## src/rtl/viterbi_ber_monitor_pkg.sv

```systemverilog
// Shared state type and default tuning constants for the Viterbi BER monitor.
package viterbi_pkg;

  typedef enum logic [1:0] {SEARCH, CONFIRM, TRACK} ber_state_t;

  localparam int SYNC_LEN_DEF  = 32;
  localparam int WIN_DEF       = 256;
  localparam int LOSS_THR_DEF  = 16;
  localparam int LOSS_WINS_DEF = 2;

endpackage

```

## src/rtl/viterbi_ber_monitor_ref_delay.sv

```systemverilog
// Reference-bit history with a latency-indexed tap; the tap is combinational and
// shows the pre-shift history, so a same-cycle shift never affects the current compare.
module ber_ref_delay #(
  parameter int MAX_LAT = 64
) (
  input  logic                       clk,
  input  logic                       rst,
  input  logic                       shift_i,
  input  logic                       bit_i,
  input  logic [$clog2(MAX_LAT)-1:0] sel_i,
  output logic                       bit_o
);

  logic [MAX_LAT-1:0] hist;

  always_ff @(posedge clk or posedge rst) begin
    if (rst) begin
      hist <= '0;
    end else if (shift_i) begin
      hist <= {hist[MAX_LAT-2:0], bit_i};
    end
  end

  assign bit_o = hist[sel_i];

endmodule

```

## src/rtl/viterbi_ber_monitor.sv

```systemverilog
// BER monitor: searches the decoder latency, confirms it over one window, then tracks
// per-window and total bit errors; all outputs registered, one cycle after the deciding bit.
module viterbi_ber_monitor
  import viterbi_pkg::*;
#(
  parameter int MAX_LAT   = 64,
  parameter int SYNC_LEN  = SYNC_LEN_DEF,
  parameter int SYNC_THR  = 2,
  parameter int WIN       = WIN_DEF,
  parameter int LOSS_THR  = LOSS_THR_DEF,
  parameter int LOSS_WINS = LOSS_WINS_DEF,
  parameter int CNT_W     = 32
) (
  input  logic                       clk,
  input  logic                       rst,
  input  logic                       ref_valid_i,
  input  logic                       ref_bit_i,
  input  logic                       dec_valid_i,
  input  logic                       dec_bit_i,
  input  logic                       clr_i,
  output logic                       locked_o,
  output logic [$clog2(MAX_LAT)-1:0] lat_o,
  output logic [$clog2(WIN+1)-1:0]   win_err_o,
  output logic                       win_done_o,
  output logic [CNT_W-1:0]           err_cnt_o,
  output logic [CNT_W-1:0]           bit_cnt_o,
  output logic                       sync_fail_o
);

  localparam int LW = $clog2(MAX_LAT);
  localparam int CW = $clog2(WIN+1);
  localparam int BW = $clog2(LOSS_WINS+1);

  ber_state_t    state, state_n;
  logic [LW-1:0] lat_n, lat_adv;
  logic          lat_wrap;
  logic [CW-1:0] cnt, cnt_n, cnt_inc;
  logic [CW-1:0] errs, errs_n, errs_inc;
  logic [CW-1:0] win_err_n;
  logic [BW-1:0] bad, bad_n;
  logic          win_done_n, sync_fail_n;
  logic          ref_bit, err;

  ber_ref_delay #(.MAX_LAT(MAX_LAT)) u_ref_delay (
    .clk     (clk),
    .rst     (rst),
    .shift_i (ref_valid_i),
    .bit_i   (ref_bit_i),
    .sel_i   (lat_o),
    .bit_o   (ref_bit)
  );

  assign err      = dec_bit_i ^ ref_bit;
  assign cnt_inc  = cnt + CW'(1);
  assign errs_inc = errs + CW'(err);
  // A failing candidate moves to the next latency; running off the end restarts the sweep.
  assign lat_wrap = (lat_o == LW'(MAX_LAT-1));
  assign lat_adv  = lat_wrap ? '0 : lat_o + LW'(1);

  always_comb begin
    state_n     = state;
    lat_n       = lat_o;
    cnt_n       = cnt;
    errs_n      = errs;
    bad_n       = bad;
    win_done_n  = 1'b0;
    win_err_n   = win_err_o;
    sync_fail_n = 1'b0;
    if (dec_valid_i) begin
      cnt_n  = cnt_inc;
      errs_n = errs_inc;
      unique case (state)
        SEARCH: begin
          if (cnt_inc == CW'(SYNC_LEN)) begin
            cnt_n  = '0;
            errs_n = '0;
            if (errs_inc <= CW'(SYNC_THR)) begin
              state_n = CONFIRM;
            end else begin
              lat_n       = lat_adv;
              sync_fail_n = lat_wrap;
            end
          end
        end
        CONFIRM: begin
          if (cnt_inc == CW'(WIN)) begin
            cnt_n      = '0;
            errs_n     = '0;
            win_done_n = 1'b1;
            win_err_n  = errs_inc;
            if (errs_inc <= CW'(LOSS_THR)) begin
              state_n = TRACK;
            end else begin
              state_n     = SEARCH;
              lat_n       = lat_adv;
              sync_fail_n = lat_wrap;
            end
          end
        end
        TRACK: begin
          if (cnt_inc == CW'(WIN)) begin
            cnt_n      = '0;
            errs_n     = '0;
            win_done_n = 1'b1;
            win_err_n  = errs_inc;
            if (errs_inc > CW'(LOSS_THR)) begin
              // Loss keeps lat so the old latency is the first one re-tested.
              if (bad + BW'(1) == BW'(LOSS_WINS)) begin
                state_n = SEARCH;
                bad_n   = '0;
              end else begin
                bad_n = bad + BW'(1);
              end
            end else begin
              bad_n = '0;
            end
          end
        end
        default: begin
          state_n = SEARCH;
          cnt_n   = '0;
          errs_n  = '0;
          bad_n   = '0;
        end
      endcase
    end
  end

  always_ff @(posedge clk or posedge rst) begin
    if (rst) begin
      state       <= SEARCH;
      lat_o       <= '0;
      cnt         <= '0;
      errs        <= '0;
      bad         <= '0;
      locked_o    <= 1'b0;
      win_done_o  <= 1'b0;
      win_err_o   <= '0;
      sync_fail_o <= 1'b0;
    end else begin
      state       <= state_n;
      lat_o       <= lat_n;
      cnt         <= cnt_n;
      errs        <= errs_n;
      bad         <= bad_n;
      locked_o    <= (state_n == TRACK);
      win_done_o  <= win_done_n;
      win_err_o   <= win_err_n;
      sync_fail_o <= sync_fail_n;
    end
  end

  always_ff @(posedge clk or posedge rst) begin
    if (rst) begin
      err_cnt_o <= '0;
      bit_cnt_o <= '0;
    end else if (clr_i) begin
      err_cnt_o <= '0;
      bit_cnt_o <= '0;
    end else if (dec_valid_i && state == TRACK) begin
      if (bit_cnt_o != '1) bit_cnt_o <= bit_cnt_o + CNT_W'(1);
      if (err && err_cnt_o != '1) err_cnt_o <= err_cnt_o + CNT_W'(1);
    end
  end

endmodule

```

## config.mk

```make
export PLATFORM = sky130hd
export DESIGN_NAME = viterbi_ber_monitor
export DESIGN_NICKNAME = d
export VERILOG_FILES = /design/src/rtl/viterbi_ber_monitor_pkg.sv /design/src/rtl/viterbi_ber_monitor_ref_delay.sv /design/src/rtl/viterbi_ber_monitor.sv
export SDC_FILE = /design/constraint.sdc
export NUM_CORES = 1
export LEC_CHECK = 0
export BUFFER_PORTS_ARGS = -buffer_cell sky130_fd_sc_hd__buf_2
export CAP_MARGIN = 20
export CORE_MARGIN = 2
export CORE_UTILIZATION = 66
export CTS_BUF_LIST = sky130_fd_sc_hd__clkbuf_4
export DETAILED_ROUTE_END_ITERATION = 8
export GPL_TIMING_DRIVEN = 0
export PLACE_DENSITY = 0.93
export SYNTH_ARGS = -nofsm -noshare
export SYNTH_HDL_FRONTEND = slang
export SYNTH_HIERARCHICAL = 1
export SYNTH_SLANG_ARGS = --single-unit
export TNS_END_PERCENT = 20
```

## constraint.sdc

```tcl
create_clock -name clk -period 9.6 [get_ports clk]
set_input_delay 0.96 -clock clk [delete_from_list [all_inputs] [get_ports clk]]
set_output_delay 0.96 -clock clk [all_outputs]
set_load 0.05 [all_outputs]
```

; Word-level counts from Yosys, hierarchy flattened
; Cells that the tools add are included.
[classes]
reduce_logical = 14
mux = 42
addsub = 6
n_eq_ne = 14
magnitude_cmp = 4
n_bitwise = 2
[op_table]
columns = cell, n
row1 = 32-bit 2-to-1 mux, 6
row2 = 32-bit by 1-bit adder with 32-bit output (second input constant), 2
row3 = 32-bit != test (second input constant), 2
row4 = 9-bit 2-to-1 mux, 4
row5 = 9-bit case mux with 2 select lines, 2
row6 = 6-bit 2-to-1 mux, 5
row7 = 2-bit 2-to-1 mux, 11
row8 = 6-bit case mux with 2 select lines, 1
row9 = 2-bit != test (second input constant), 5
row10 = 9-bit by 1-bit adder with 9-bit output, 1
row11 = 9-bit by 1-bit adder with 9-bit output (second input constant), 1
row12 = 9-bit by 6-bit equality test with 1-bit output (second input constant), 1
row13 = 9-bit equality test (second input constant), 1
row14 = 9-bit by 5-bit > comparator with 1-bit output (second input constant), 1
row15 = 9-bit by 2-bit less-or-equal comparator with 1-bit output (second input constant), 1
row16 = 9-bit by 5-bit less-or-equal comparator with 1-bit output (second input constant), 1
row17 = 1-bit 2-to-1 mux, 9
row18 = 2-bit nonzero test, 4
row19 = 6-bit by 7-bit < comparator with 1-bit output (second input constant), 1
row20 = 6-bit by 1-bit adder with 6-bit output (second input constant), 1
row21 = 1-bit binary-select mux with 6-bit select, 1
row22 = 2-bit equality test (second input constant), 3
row23 = 6-bit equality test (second input constant), 1
row24 = 2-bit case mux with 3 select lines, 1
row25 = other kinds (12), 16
[totals]
elab_cells = 94
regBits = 168

; Logic depth before layout (Yosys ltp)
; Gate-level depths: netlist of the first run.
[depth]
ltp_word = 10
ltp_mapped = 18

; By module
; Netlist of the first run, hierarchy kept.
[by_module_without_submodules]
columns = module, cells_per_inst, instances, area_each_um2
row1 = viterbi_ber_monitor, 630, 1, 5830.6
row2 = ber_ref_delay, 176, 1, 2956.6

; Worst setup path before layout of the first run
; Ideal clock, no wire load.
[synth_path]
path_type = reg-to-reg
startpoint = register lat_o[0]
endpoint = register locked_o
stages_incl_launch_ff = 19
n_path_buf = 3
slack_ns = 5.216
arrival_ns = 4.258
path_cell_list = dfrtp_1 buf_6 buf_12 mux4_1 mux2i_1 mux2i_1 mux2i_1 a21oi_1 xor2_1 ha_1 ha_1 buf_2 nand3_1 or4_4 a32oi_4 and3_1 nor2b_1 o311a_1 a21boi_1
[synth_between]
elab_chain_cells = 10
word_cells_on_any_way = 16
classes_between = 1 x add/sub / 3 x order compare / 1 x eq/ne / 10 x mux / 1 x bitwise
[synth_lines]
columns = item, line_no
row1 = start: declaration, viterbi_ber_monitor.sv:22  ; output logic [$clog2(MAX_LAT)-1:0] lat_o,
row2 = start signal: assignment, viterbi_ber_monitor.sv:142  ; lat_o <= lat_n;
row3 = 1-bit binary-select mux with 6-bit select *, viterbi_ber_monitor_ref_delay.sv:24  ; assign bit_o = hist[sel_i];
row4 = 1-bit 2-to-1 mux (implied by the code) *, viterbi_ber_monitor_ref_delay.sv:24
row5 = named net ref_bit, viterbi_ber_monitor.sv:42  ; logic ref_bit, err;
row6 = 1-bit bitwise XOR *, viterbi_ber_monitor.sv:53  ; assign err = dec_bit_i ^ ref_bit;
row7 = 9-bit by 1-bit adder with 9-bit output *, viterbi_ber_monitor.sv:55  ; assign errs_inc = errs + CW'(err);
row8 = "9-bit by 5-bit > comparator with 1-bit output, or another cell as far along", viterbi_ber_monitor.sv:106  ; if (errs_inc > CW'(LOSS_THR)) begin
row9 = 2-bit 2-to-1 mux (on tied branches), "viterbi_ber_monitor.sv:106, viterbi_ber_monitor.sv:77, viterbi_ber_monitor.sv:91"
row10 = 2-bit 2-to-1 mux (on tied branches), "viterbi_ber_monitor.sv:101, viterbi_ber_monitor.sv:74, viterbi_ber_monitor.sv:86"
row11 = 2-bit case mux with 3 select lines *, viterbi_ber_monitor.sv:72  ; unique case (state)
row12 = 2-bit 2-to-1 mux *, viterbi_ber_monitor.sv:69  ; if (dec_valid_i) begin
row13 = named net state_n[1], viterbi_ber_monitor.sv:34  ; ber_state_t state, state_n;
row14 = 2-bit equality test *, viterbi_ber_monitor.sv:146  ; locked_o <= (state_n == TRACK);
row15 = end signal: assignment, viterbi_ber_monitor.sv:146
row16 = end: declaration, viterbi_ber_monitor.sv:21  ; output logic locked_o,
; The timed path passes the listed nets; every way through them passes the cells marked *. The select of a mux whose other input is x is not followed.
; A chain may end at the register's enable or synchronous reset.

; Worst setup path in the final report of the first run
; Same ends and word-level chain as after synthesis.

==> results of run 1 <==
## cells by family (layout without fill, tap and decap cells)
family	count (synthesis)	count (layout)	share of synthesized area
adder cells (fa/ha/maj)	11	11	0.0157
multiplexers	94	94	0.143
AND/OR/NAND/NOR	295	295	0.174
buffers and inverters	61	181	0.0329
XOR/XNOR	68	68	0.0686
flip-flops	168	168	0.478
other	0	1	0
AO/OA/AOI/OAI	109	109	0.0871
## cells in the final DEF, fill, tap and decap left out, types with 8 or more instances in the layout
cell / count
nand4_1: 17
xnor2_1: 38
mux2_2: 65
nor3_1: 20
and4_1: 15
a21oi_1: 24
nor2_1: 80
clkbuf_1: 21
or3_1: 9
inv_1: 21
xor2_1: 29
and2_1: 8
ha_1: 11
mux4_1: 9
and3_1: 18
buf_2: 95
nand3_1: 28
nand2_1: 65
clkbuf_4: 22
mux2i_1: 13
a21o_1: 10
o21ai_0: 22
dfrtp_1: 168
## routing by layer
| layer | wire [µm] | vias up |
|---|---|---|
| met5 | 0 | - |
| met4 | 388 | 0 |
| met3 | 1110 | 41 |
| met2 | 9340 | 238 |
| met1 | 7820 | 3276 |
| li1 | - | 3119 |
## sequential cells by signal, summed over array words and instances, names as in the netlist
name              cells
bad                   2
bit_cnt_o            32
cnt                   9
err_cnt_o            32
errs                  9
lat_o                 6
locked_o              1
state                 2
sync_fail_o           1
u_ref_delay/hist     64
win_done_o            1
win_err_o             9
## area by class of cell
class / instances / area, µm² / area share
Multi-Input combinational cell: 577 / 4290 / 0.440
Clock buffer: 22 / 165 / 0.0169
Sequential cell: 168 / 4200 / 0.431
Antenna cell: 1 / 2.50 / 0.000256
Buffer: 37 / 199 / 0.0204
Timing Repair Buffer: 89 / 483 / 0.0495
Inverter: 24 / 92.6 / 0.00948
Tap cell: 176 / 220 / 0.0226
Clock inverter: 9 / 103 / 0.0105
## synthesized netlist by cell type, types with 2 or more instances
cell,count,area share
o21ai_1,4,0.0023
inv_1,23,0.0098
o22a_1,3,0.0030
ha_1,11,0.016
nor4_1,4,0.0028
nor2_1,80,0.034
a21o_1,10,0.0085
mux2i_1,13,0.015
buf_4,4,0.0034
and3_1,18,0.013
nand2_1,65,0.028
o2111a_1,2,0.0026
clkbuf_1,21,0.0090
a21oi_1,24,0.014
o21bai_1,2,0.0017
o22ai_1,6,0.0043
nand2b_1,5,0.0036
o41ai_1,2,0.0020
or4_4,2,0.0026
dfrtp_1,168,0.48
mux4_1,9,0.027
and2_1,8,0.0057
nor2b_1,4,0.0028
xnor2_1,38,0.038
o211ai_1,2,0.0017
a211oi_1,4,0.0034
nor4_2,2,0.0028
o21a_1,2,0.0017
nand3_1,28,0.016
nor3b_1,7,0.0060
nand4_1,17,0.012
o31ai_1,5,0.0043
a31oi_1,2,0.0014
nor4b_1,3,0.0030
and4_1,15,0.015
nand4_2,2,0.0028
mux4_2,7,0.018
mux2_2,65,0.083
xor2_1,29,0.029
or3_1,9,0.0064
nor3_1,20,0.011
o21ai_0,22,0.013
buf_2,8,0.0046
## stage by stage
stage | instances | util | setup slack [ns] | hold WS [ns]
floorplan | 806 | - | 5.22 | 0.444
global placement | 1069 | 0.719 | 4.70 | 0.456
detailed placement | 1071 | 0.723 | 4.82 | 0.465
CTS | 1102 | 0.743 | 4.76 | 0.471
global route | 1103 | 0.743 | 4.53 | 0.475
finish | 1103 | 0.743 | 4.76 | 0.467
## power breakdown
part | internal [mW] | switching, mW | leakage, nW
Sequential | 0.781 | 0.0687 | 2.28
Clock | 0.166 | 0.238 | 0.147
Combinational | 0.175 | 0.203 | 2.12
Total | 1.12 | 0.510 | 4.55
## worst max-delay path by stage
| stage | slack (ns) | start | cells after the start | endpoint |
|---|---|---|---|---|
| 2_1_floorplan | 5.22 | lat_o[0]$_DFFE_PP0P_ | 18 | locked_o$_DFF_PP0_ |
| 3_3_place_gp | 4.70 | rst | 2 | errs[6]$_DFFE_PP0P_ |
| 3_5_place_dp | 4.82 | lat_o[0]$_DFFE_PP0P_ | 18 | lat_o[2]$_DFFE_PP0P_ |
| 4_1_cts | 4.76 | lat_o[0]$_DFFE_PP0P_ | 18 | lat_o[2]$_DFFE_PP0P_ |
| 5_1_grt | 4.53 | lat_o[0]$_DFFE_PP0P_ | 18 | lat_o[2]$_DFFE_PP0P_ |
| 6_report | 4.76 | lat_o[0]$_DFFE_PP0P_ | 18 | locked_o$_DFF_PP0_ |
==> metrics.csv, run 1 <==
stage,metric,value,unit
worst_hold_path,Min-Delay Path Class,in2async,
cts,# Post-CTS Setup Buffers,0,
cts,total CTS buffers,17,
grt,vias in the first global route,6509,
critical_path,reg-to-reg critical path startpoint,lat_o[0]$_DFFE_PP0P_,
grt,gr ovfl total,0,
floorplanning,Die W,119,µm
floorplanning,CORE AREA,13100,µm²
detailed_routing,drc violations,0,
yosys,Post-Syn Nets,824,
power,PwrDens,167,nW/µm²
timing,RSZ-0062 raised after global routing,no,
timing,FMAX,206,MHz
layout,layout cells sized above 1,0.245,
power,total power,1.63,mW
yosys,Syn Inst Count,806,
cts,Max Buffers Root-to-Sink,2,
detailed_routing,per-cell routed wire length,16.9,µm
critical_path,worst r2r path cells,18,
timing,fin crit period,4.84,ns
cts,clk_lat worst skew,0.59,ns
grt,largest net degree at the start of global routing,60,
critical_path,crit end category,flop,
detailed_routing,vias per cell,6.05,
place,I/O Buffers,87,
detailed_routing,starting DRC count in detailed routing,728,
critical_path,Crit Path Max Fanout,10,
place,Placed Area,9490,µm²
yosys,YS warnings,6,
timing,final period utilization,0.505,
floorplanning,Initial Util,0.669,
layout,nets,932,
grt,met1 GRT Util,0.368,
grt,grt peak-use layer,met2,
detailed_routing,Vias,6674,
grt,global-route wire length before repair,31.6,mm
cts,root buf cell,clkbuf_4,
yosys,Synth Cell Area,8790,µm²
timing,clk_skew,0.0257,ns
critical_path,CP bufs+invs,3,
detailed_routing,Routed Antenna Nets,0,
cts,H-tree depth,4,
critical_path,Top delay family on crit path,multiplexers,
cts,Post-CTS Hold Buffers,0,
yosys,sequential element share of the synthesized area,0.478,
yosys,ys flop type,dfrtp_1,
timing,setup TNS,0,ns
timing,final-report hold violation count,0,
place,Detailed Place HPWL,13.4,mm
critical_path,CP startpoint kind,flop,
critical_path,CP max stage cell,mux4_1,
critical_path,Setup CP Type,reg2reg,
cts,clock sinks,168,
timing,Slew @ Worst Pin,0.865,ns
floorplanning,# rows,42,
yosys,synth unique cells,74,
critical_path,r2r setup slk,4.76,ns
timing,endpoints failing setup,0,
grt,met3 Resource Use GR,0.0661,
timing,Relative slew margins,0.409,
layout,area delta synth->final,11.1,%
yosys,syn avg cell area,10.9,µm²
grt,M2 GR Usage,0.455,
detailed_routing,TritonRoute pass-1 iters,6,
critical_path,WP data required,10.07,ns
yosys,share of flip-flops with an asynchronous set or reset,1.00,
grt,Total GRT Usage,0.278,
critical_path,worst r2r dst,locked_o$_DFF_PP0_,
critical_path,CP dominant cell by count,mux2i_1,
timing,fin. max-slew vios,0,
cts,TritonCTS clock tree,done,
place,routability-driven placement congestion ratio,0.870,
cts,"CTS clk-pin slew, worst paths",0.14,ns
detailed_routing,Final Routed Wirelength,18.7,mm
yosys,Post-synth EDFFs,0,
critical_path,Worst path max stage delay,0.58,ns
floorplanning,die height,119,µm
floorplanning,Die ar.,14300,µm²
layout,filler cell count,904,
critical_path,crit-path cells,"buf_6, buf_12, mux4_1, mux2i_1, mux2i_1, mux2i_1, a21oi_1, xor2_1, ha_1, ha_1, buf_2, nand3_1, or4_4, a32oi_4, and3_1, nor2b_1, o311a_1, a21boi_1",
grt,initial antenna violation count,1,
yosys,register bit total from synthesis,168,
power,leakage,4.55,nW
status,outcome,"finished, final reports clean",
power,maximum VDD drop,0.173,mV
flow_run,Max-Cap Viols,0,
cts,CTS resizes,0,
floorplanning,num ports,89,
layout,post-route cell area,9760,µm²
critical_path,crit path DAT,5.32,ns
Power figures use the tool's default switching activity.
==> run 2, diff against run 1 <==
--- a/config.mk
+++ b/config.mk
@@ -8,11 +8,11 @@
 export BUFFER_PORTS_ARGS = -buffer_cell sky130_fd_sc_hd__buf_2
 export CAP_MARGIN = 20
 export CORE_MARGIN = 2
-export CORE_UTILIZATION = 66
+export CORE_UTILIZATION = 61
 export CTS_BUF_LIST = sky130_fd_sc_hd__clkbuf_4
 export DETAILED_ROUTE_END_ITERATION = 8
 export GPL_TIMING_DRIVEN = 0
-export PLACE_DENSITY = 0.93
+export PLACE_DENSITY = 0.87
 export SYNTH_ARGS = -nofsm -noshare
 export SYNTH_HDL_FRONTEND = slang
 export SYNTH_HIERARCHICAL = 1
==> constraint.sdc (replaced) <==
create_clock -name clk -period 4.5 [get_ports clk]
set_input_delay 0.45 -clock clk [delete_from_list [all_inputs] [get_ports clk]]
set_output_delay 0.45 -clock clk [all_outputs]
set_load 0.05 [all_outputs]
==> metrics.csv, run 2 (synthesis gave the netlist of run 1 again) <==
stage,metric,value,unit,change
power,PwrDens,367,nW/µm²,+120%
status,outcome,"finished, final reports clean",,
layout,layout cells sized above 1,0.276,,+0.0305
detailed_routing,Vias,6776,,+1.5%
timing,clk_skew,0.0366,ns,+0.0109 ns
place,Placed Area,9500,µm²,about the same
timing,final period utilization,0.986,,+0.482
cts,H-tree depth,4,,unchanged
power,total power,3.67,mW,+120%
timing,Hold Worst Slack,0.0870,ns,-0.380 ns
layout,filler cell count,971,,+7.4%
cts,TritonCTS clock tree,done,,
floorplanning,num ports,89,,unchanged
cts,Max Buffers Root-to-Sink,2,,unchanged
timing,FMAX,225,MHz,+9.2%
detailed_routing,starting DRC count in detailed routing,638,,-12%
grt,gr ovfl total,0,,unchanged
cts,total CTS buffers,17,,unchanged
critical_path,Setup CP Type,reg2reg,,
cts,clock sinks,168,,unchanged
worst_hold_path,Hold EP,u_ref_delay/hist[0]$_DFFE_PP0P_,,
floorplanning,Die W,124,µm,+3.9%
worst_hold_path,min-delay src,ref_bit_i,,
floorplanning,# rows,43,,+2.4%
detailed_routing,Routed Antenna Nets,0,,unchanged
critical_path,reg-to-reg critical path startpoint,lat_o[0]$_DFFE_PP0P_,,
layout,register area,4210,µm²,about the same
floorplanning,die height,124,µm,+3.9%
power,maximum VDD drop,0.365,mV,+110%
timing,fin. max-slew vios,0,,unchanged
place,I/O Buffers,87,,unchanged
layout,max FFs per register,64,,unchanged
critical_path,WP data required,4.96,ns,-5.11 ns
layout,nets,952,,+2.1%
layout,post-layout util,0.715,,-0.0278
place,routability-driven placement congestion ratio,0.928,,+6.7%
floorplanning,CORE AREA,14000,µm²,+6.5%
layout,Final Instance Count excl. Fillers,1127,,+2.2%
worst_hold_path,Min-Delay Path Class,in2reg,,
cts,"CTS clk-pin slew, worst paths",0.15,ns,about the same
layout,Reg with most FFs,u_ref_delay/hist,,
critical_path,CP startpoint kind,flop,,
grt,initial antenna violation count,0,,-1
timing,final-report hold violation count,0,,unchanged
detailed_routing,per-cell routed wire length,17.1,µm,+1.3%
timing,Relative slew margins,0.361,,-0.0477
detailed_routing,TritonRoute pass-1 iters,6,,unchanged
layout,post-route cell area,10000,µm²,+2.5%
flow_run,Max-Cap Viols,0,,unchanged
power,leakage,4.63,nW,+1.9%
grt,largest net degree at the start of global routing,71,,+18%
layout,ant diodes,0,,-1
layout,footprint of the multi-input gates,4360,µm²,+1.6%
critical_path,crit-path cells,"buf_6, buf_4, mux4_1, o22ai_1, nor4_1, a211oi_2, a21oi_2, xor2_2, buf_4, ha_4, nand4_4, or4_4, a32oi_4, and3_4, nor2b_1, o311a_1, a21boi_1",,
critical_path,CP dominant cell by count,buf_4,,
critical_path,r2r setup slk,0.06,ns,-4.69 ns
critical_path,crit end category,flop,,
worst_hold_path,Hold Path Stages,2,,
place,DP Cell Count,1075,,+0.37%
layout,"commonest non-fill, non-tap cell in the layout",dfrtp_1,,
detailed_routing,Final Routed Wirelength,19.3,mm,+3.5%
critical_path,CP bufs+invs,3,,unchanged
critical_path,Top delay family on crit path,compound AO/OA/AOI/OAI gates,,
detailed_routing,vias per cell,6.01,,-0.63%
critical_path,worst r2r dst,locked_o$_DFF_PP0_,,
place,DP Worst Slack,-0.245,ns,-5.07 ns
layout,biggest regs,"u_ref_delay/hist (64), bit_cnt_o (32), err_cnt_o (32)",,
critical_path,Crit Path Max Fanout,7,,-3
grt,global-route wire length before repair,30.9,mm,-2.2%
grt,Total GRT Usage,0.256,,-0.0220
timing,final worst slack,0.0619,ns,-4.69 ns
floorplanning,Die ar.,15400,µm²,+7.9%
detailed_routing,drc violations,0,,unchanged
floorplanning,Initial Util,0.628,,-0.0407
cts,clk_lat worst skew,0.59,ns,about the same
cts,root buf cell,clkbuf_4,,
grt,vias in the first global route,6493,,-0.25%
layout,area delta synth->final,13.9,%,
critical_path,CP max stage cell,or4_4,,
critical_path,crit path DAT,4.90,ns,-0.42 ns
timing,fin crit period,4.44,ns,-0.406 ns
place,Detailed Place HPWL,13.1,mm,-2.0%
timing,endpoints failing setup,0,,unchanged
critical_path,worst r2r path cells,17,,-1
timing,Slew @ Worst Pin,0.935,ns,+0.0698 ns
timing,setup TNS,0,ns,unchanged
layout,"commonest non-fill, non-tap cells in the layout","dfrtp_1, buf_2, nor2_1",,
critical_path,Worst path max stage delay,0.57,ns,about the same
run 2: changes by cell type in the layout (fill, tap and decap cells not counted), moves of 3 or more:
cell      previous run  this run
buf_4                4        22
clkbuf_4            22        19
dfrtp_1            168       165
dfrtp_2              0         3
mux4_1               9         6
mux4_2               7        10
run 2: worst max-delay path by stage:
| stage | endpoint | cells past startpoint | start | slack, ns |
|---|---|---|---|---|
| floorplan | locked_o$_DFF_PP0_ | 18 | lat_o[0]$_DFFE_PP0P_ | 0.12 |
| global placement | locked_o$_DFF_PP0_ | 18 | lat_o[0]$_DFFE_PP0P_ | -0.16 |
| detailed placement | lat_o[2]$_DFFE_PP0P_ | 17 | lat_o[0]$_DFFE_PP0P_ | -0.25 |
| CTS | locked_o$_DFF_PP0_ | 18 | lat_o[0]$_DFFE_PP0P_ | 0.007 |
| global route | locked_o$_DFF_PP0_ | 18 | lat_o[0]$_DFFE_PP0P_ | -0.13 |
| finish | locked_o$_DFF_PP0_ | 17 | lat_o[0]$_DFFE_PP0P_ | 0.06 |
run 2: power by group:
group / internal, mW / total [mW] / switching [mW] / leakage, nW
logic: 0.487 / 0.982 / 0.495 / 2.21
clock network: 0.337 / 0.868 / 0.531 / 0.149
registers: 1.67 / 1.82 / 0.150 / 2.28
run 2: worst register-to-register path, stage by stage (launching register included):
cell and delay, ns:
dfrtp_2 0.40, buf_6 0.14, buf_4 0.12, mux4_1 0.53
o22ai_1 0.19, nor4_1 0.09, a211oi_2 0.28, a21oi_2 0.08
xor2_2 0.29, buf_4 0.18, ha_4 0.18, nand4_4 0.13
or4_4 0.57, a32oi_4 0.36, and3_4 0.25, nor2b_1 0.05
o311a_1 0.35, a21boi_1 0.14
run 2: area by class of cell:
type	instances	area share
Multi-Input combinational cell	577	0.436
Sequential cell	168	0.421
Timing Repair Buffer	109	0.0635
Tap cell	180	0.0225
Buffer	37	0.0209
Clock buffer	19	0.0143
Clock inverter	13	0.0129
Inverter	24	0.00925
run 2: timing repair:
| item | CTS | global route |
|---|---|---|
| pin swaps | 3 | 11 |
| hold buffers | 1 | 0 |
| hold endpoints to repair | 44 | 0 |
| setup endpoints to repair | 9 | 10 |
| buffers inserted | 2 | 17 |
| resized for setup | 3 | 20 |
run 2: layer usage:
layer	wire [µm]	up-vias	global-route usage	part of all wire
met4	253	0	0.0808	0.013
li1	-	3157	-	-
met1	8170	3365	0.334	0.42
met2	9810	225	0.434	0.51
met3	1070	29	0.0527	0.055
met5	0	-	0	0
==> run 3, diff against run 2 <==
--- a/config.mk
+++ b/config.mk
@@ -12,6 +12,7 @@
 export CTS_BUF_LIST = sky130_fd_sc_hd__clkbuf_4
 export DETAILED_ROUTE_END_ITERATION = 8
 export GPL_TIMING_DRIVEN = 0
+export MAX_ROUTING_LAYER = met4
 export PLACE_DENSITY = 0.87
 export SYNTH_ARGS = -nofsm -noshare
 export SYNTH_HDL_FRONTEND = slang
==> metrics.csv, run 3 (synthesis gave the netlist of run 1 again) <==
stage,metric,value,unit,change
timing,final-report hold violation count,0,,unchanged
critical_path,worst r2r path cells,17,,unchanged
layout,post-layout util,0.715,,unchanged
timing,endpoints failing setup,0,,unchanged
floorplanning,Die ar.,15400,µm²,unchanged
critical_path,r2r setup slk,0.06,ns,about the same
layout,Reg with most FFs,u_ref_delay/hist,,
detailed_routing,per-cell routed wire length,17.2,µm,+0.14%
floorplanning,die height,124,µm,unchanged
worst_hold_path,Hold Path Stages,2,,unchanged
detailed_routing,Final Routed Wirelength,19.3,mm,+0.14%
critical_path,reg-to-reg critical path startpoint,lat_o[0]$_DFFE_PP0P_,,
grt,gr ovfl total,0,,unchanged
grt,vias in the first global route,6492,,-0.015%
cts,clk_lat worst skew,0.59,ns,about the same
place,DP Worst Slack,-0.245,ns,unchanged
critical_path,worst r2r dst,locked_o$_DFF_PP0_,,
critical_path,WP data required,4.96,ns,about the same
layout,"commonest non-fill, non-tap cells in the layout","dfrtp_1, buf_2, nor2_1",,
layout,max FFs per register,64,,unchanged
floorplanning,# rows,43,,unchanged
grt,initial antenna violation count,0,,unchanged
critical_path,Worst path max stage delay,0.57,ns,about the same
critical_path,Crit Path Max Fanout,7,,unchanged
detailed_routing,TritonRoute pass-1 iters,6,,unchanged
worst_hold_path,min-delay src,ref_bit_i,,
layout,layout cells sized above 1,0.276,,unchanged
floorplanning,Initial Util,0.628,,unchanged
grt,Total GRT Usage,0.264,,+0.00735
layout,filler cell count,971,,unchanged
timing,Slew @ Worst Pin,0.958,ns,+0.0232 ns
place,routability-driven placement congestion ratio,0.945,,+1.8%
critical_path,Top delay family on crit path,compound AO/OA/AOI/OAI gates,,
detailed_routing,starting DRC count in detailed routing,664,,+4.1%
cts,total CTS buffers,17,,unchanged
power,maximum VDD drop,0.366,mV,+0.40%
timing,final worst slack,0.0559,ns,-0.00601 ns
critical_path,crit-path cells,"buf_6, buf_4, mux4_1, o22ai_1, nor4_1, a211oi_2, a21oi_2, xor2_2, buf_4, ha_4, nand4_4, or4_4, a32oi_4, and3_4, nor2b_1, o311a_1, a21boi_1",,
layout,ant diodes,0,,unchanged
timing,setup TNS,0,ns,unchanged
layout,"commonest non-fill, non-tap cell in the layout",dfrtp_1,,
floorplanning,Die W,124,µm,unchanged
power,total power,3.67,mW,about the same
detailed_routing,drc violations,0,,unchanged
layout,area delta synth->final,13.9,%,unchanged
cts,Max Buffers Root-to-Sink,2,,unchanged
detailed_routing,vias per cell,6.01,,about the same
flow_run,Max-Cap Viols,0,,unchanged
place,Placed Area,9500,µm²,unchanged
detailed_routing,Vias,6773,,-0.044%
timing,fin. max-slew vios,0,,unchanged
critical_path,Setup CP Type,reg2reg,,
cts,clock sinks,168,,unchanged
power,leakage,4.63,nW,unchanged
cts,H-tree depth,4,,unchanged
place,I/O Buffers,87,,unchanged
layout,biggest regs,"u_ref_delay/hist (64), bit_cnt_o (32), err_cnt_o (32)",,
worst_hold_path,Hold EP,u_ref_delay/hist[0]$_DFFE_PP0P_,,
floorplanning,num ports,89,,unchanged
cts,"CTS clk-pin slew, worst paths",0.15,ns,about the same
status,outcome,"finished, final reports clean",,
power,PwrDens,367,nW/µm²,about the same
floorplanning,CORE AREA,14000,µm²,unchanged
place,Detailed Place HPWL,13.1,mm,unchanged
critical_path,CP bufs+invs,3,,unchanged
critical_path,crit path DAT,4.90,ns,about the same
grt,largest net degree at the start of global routing,71,,unchanged
detailed_routing,Routed Antenna Nets,0,,unchanged
cts,TritonCTS clock tree,done,,
timing,Relative slew margins,0.345,,-0.0159
place,DP Cell Count,1075,,unchanged
layout,Final Instance Count excl. Fillers,1127,,unchanged
layout,nets,952,,unchanged
grt,global-route wire length before repair,30.9,mm,-0.14%
timing,FMAX,225,MHz,-0.13%
worst_hold_path,Min-Delay Path Class,in2reg,,
timing,fin crit period,4.44,ns,+0.00601 ns
critical_path,CP startpoint kind,flop,,
timing,clk_skew,0.0361,ns,-0.000522 ns
critical_path,crit end category,flop,,
cts,root buf cell,clkbuf_4,,
critical_path,CP dominant cell by count,buf_4,,
timing,final period utilization,0.988,,+0.00134
layout,post-route cell area,10000,µm²,unchanged
critical_path,CP max stage cell,or4_4,,
timing,Hold Worst Slack,0.0843,ns,-0.00268 ns
[run 3: worst max-delay path by stage]
stage | start | end | cells past startpoint
after CTS | lat_o[0]$_DFFE_PP0P_ | locked_o$_DFF_PP0_ | 18
after global placement | lat_o[0]$_DFFE_PP0P_ | locked_o$_DFF_PP0_ | 18
after floorplan | lat_o[0]$_DFFE_PP0P_ | locked_o$_DFF_PP0_ | 18
after detailed placement | lat_o[0]$_DFFE_PP0P_ | lat_o[2]$_DFFE_PP0P_ | 17
after global routing | lat_o[0]$_DFFE_PP0P_ | locked_o$_DFF_PP0_ | 18
final | lat_o[0]$_DFFE_PP0P_ | locked_o$_DFF_PP0_ | 17
[run 3: area by class of cell]
| cell class | instances | area [µm²] | area share |
|---|---|---|---|
| inverter | 24 | 92.6 | 0.00925 |
| clock inverter | 13 | 129 | 0.0129 |
| multi-input combinational | 577 | 4360 | 0.436 |
| buffer | 37 | 209 | 0.0209 |
| tap | 180 | 225 | 0.0225 |
| sequential | 168 | 4210 | 0.421 |
| clock buffer | 19 | 143 | 0.0143 |
| timing repair buffer | 109 | 636 | 0.0635 |
[run 3: power breakdown]
group | internal [mW] | leakage (nW) | switching [mW] | total (mW)
clock network | 0.337 | 0.149 | 0.529 | 0.866
registers | 1.67 | 2.28 | 0.149 | 1.82
logic | 0.487 | 2.21 | 0.497 | 0.985
[run 3: routing by layer]
metal	share of wire	GRT usage	vias to the layer above	wire [µm]
met5	0	-	-	0
met4	0.013	0.0815	0	255
met3	0.052	0.0527	26	1010
met2	0.51	0.434	203	9800
met1	0.43	0.333	3382	8280
li1	-	-	3162	-
[run 3: repair_timing]
action                                  CTS  global route
pin swaps                                 3            11
setup buffers                             2            17
gates resized for setup                   3            20
hold endpoints to repair                 44             0
endpoints found under the setup margin    9            10
hold buffers                              1             0
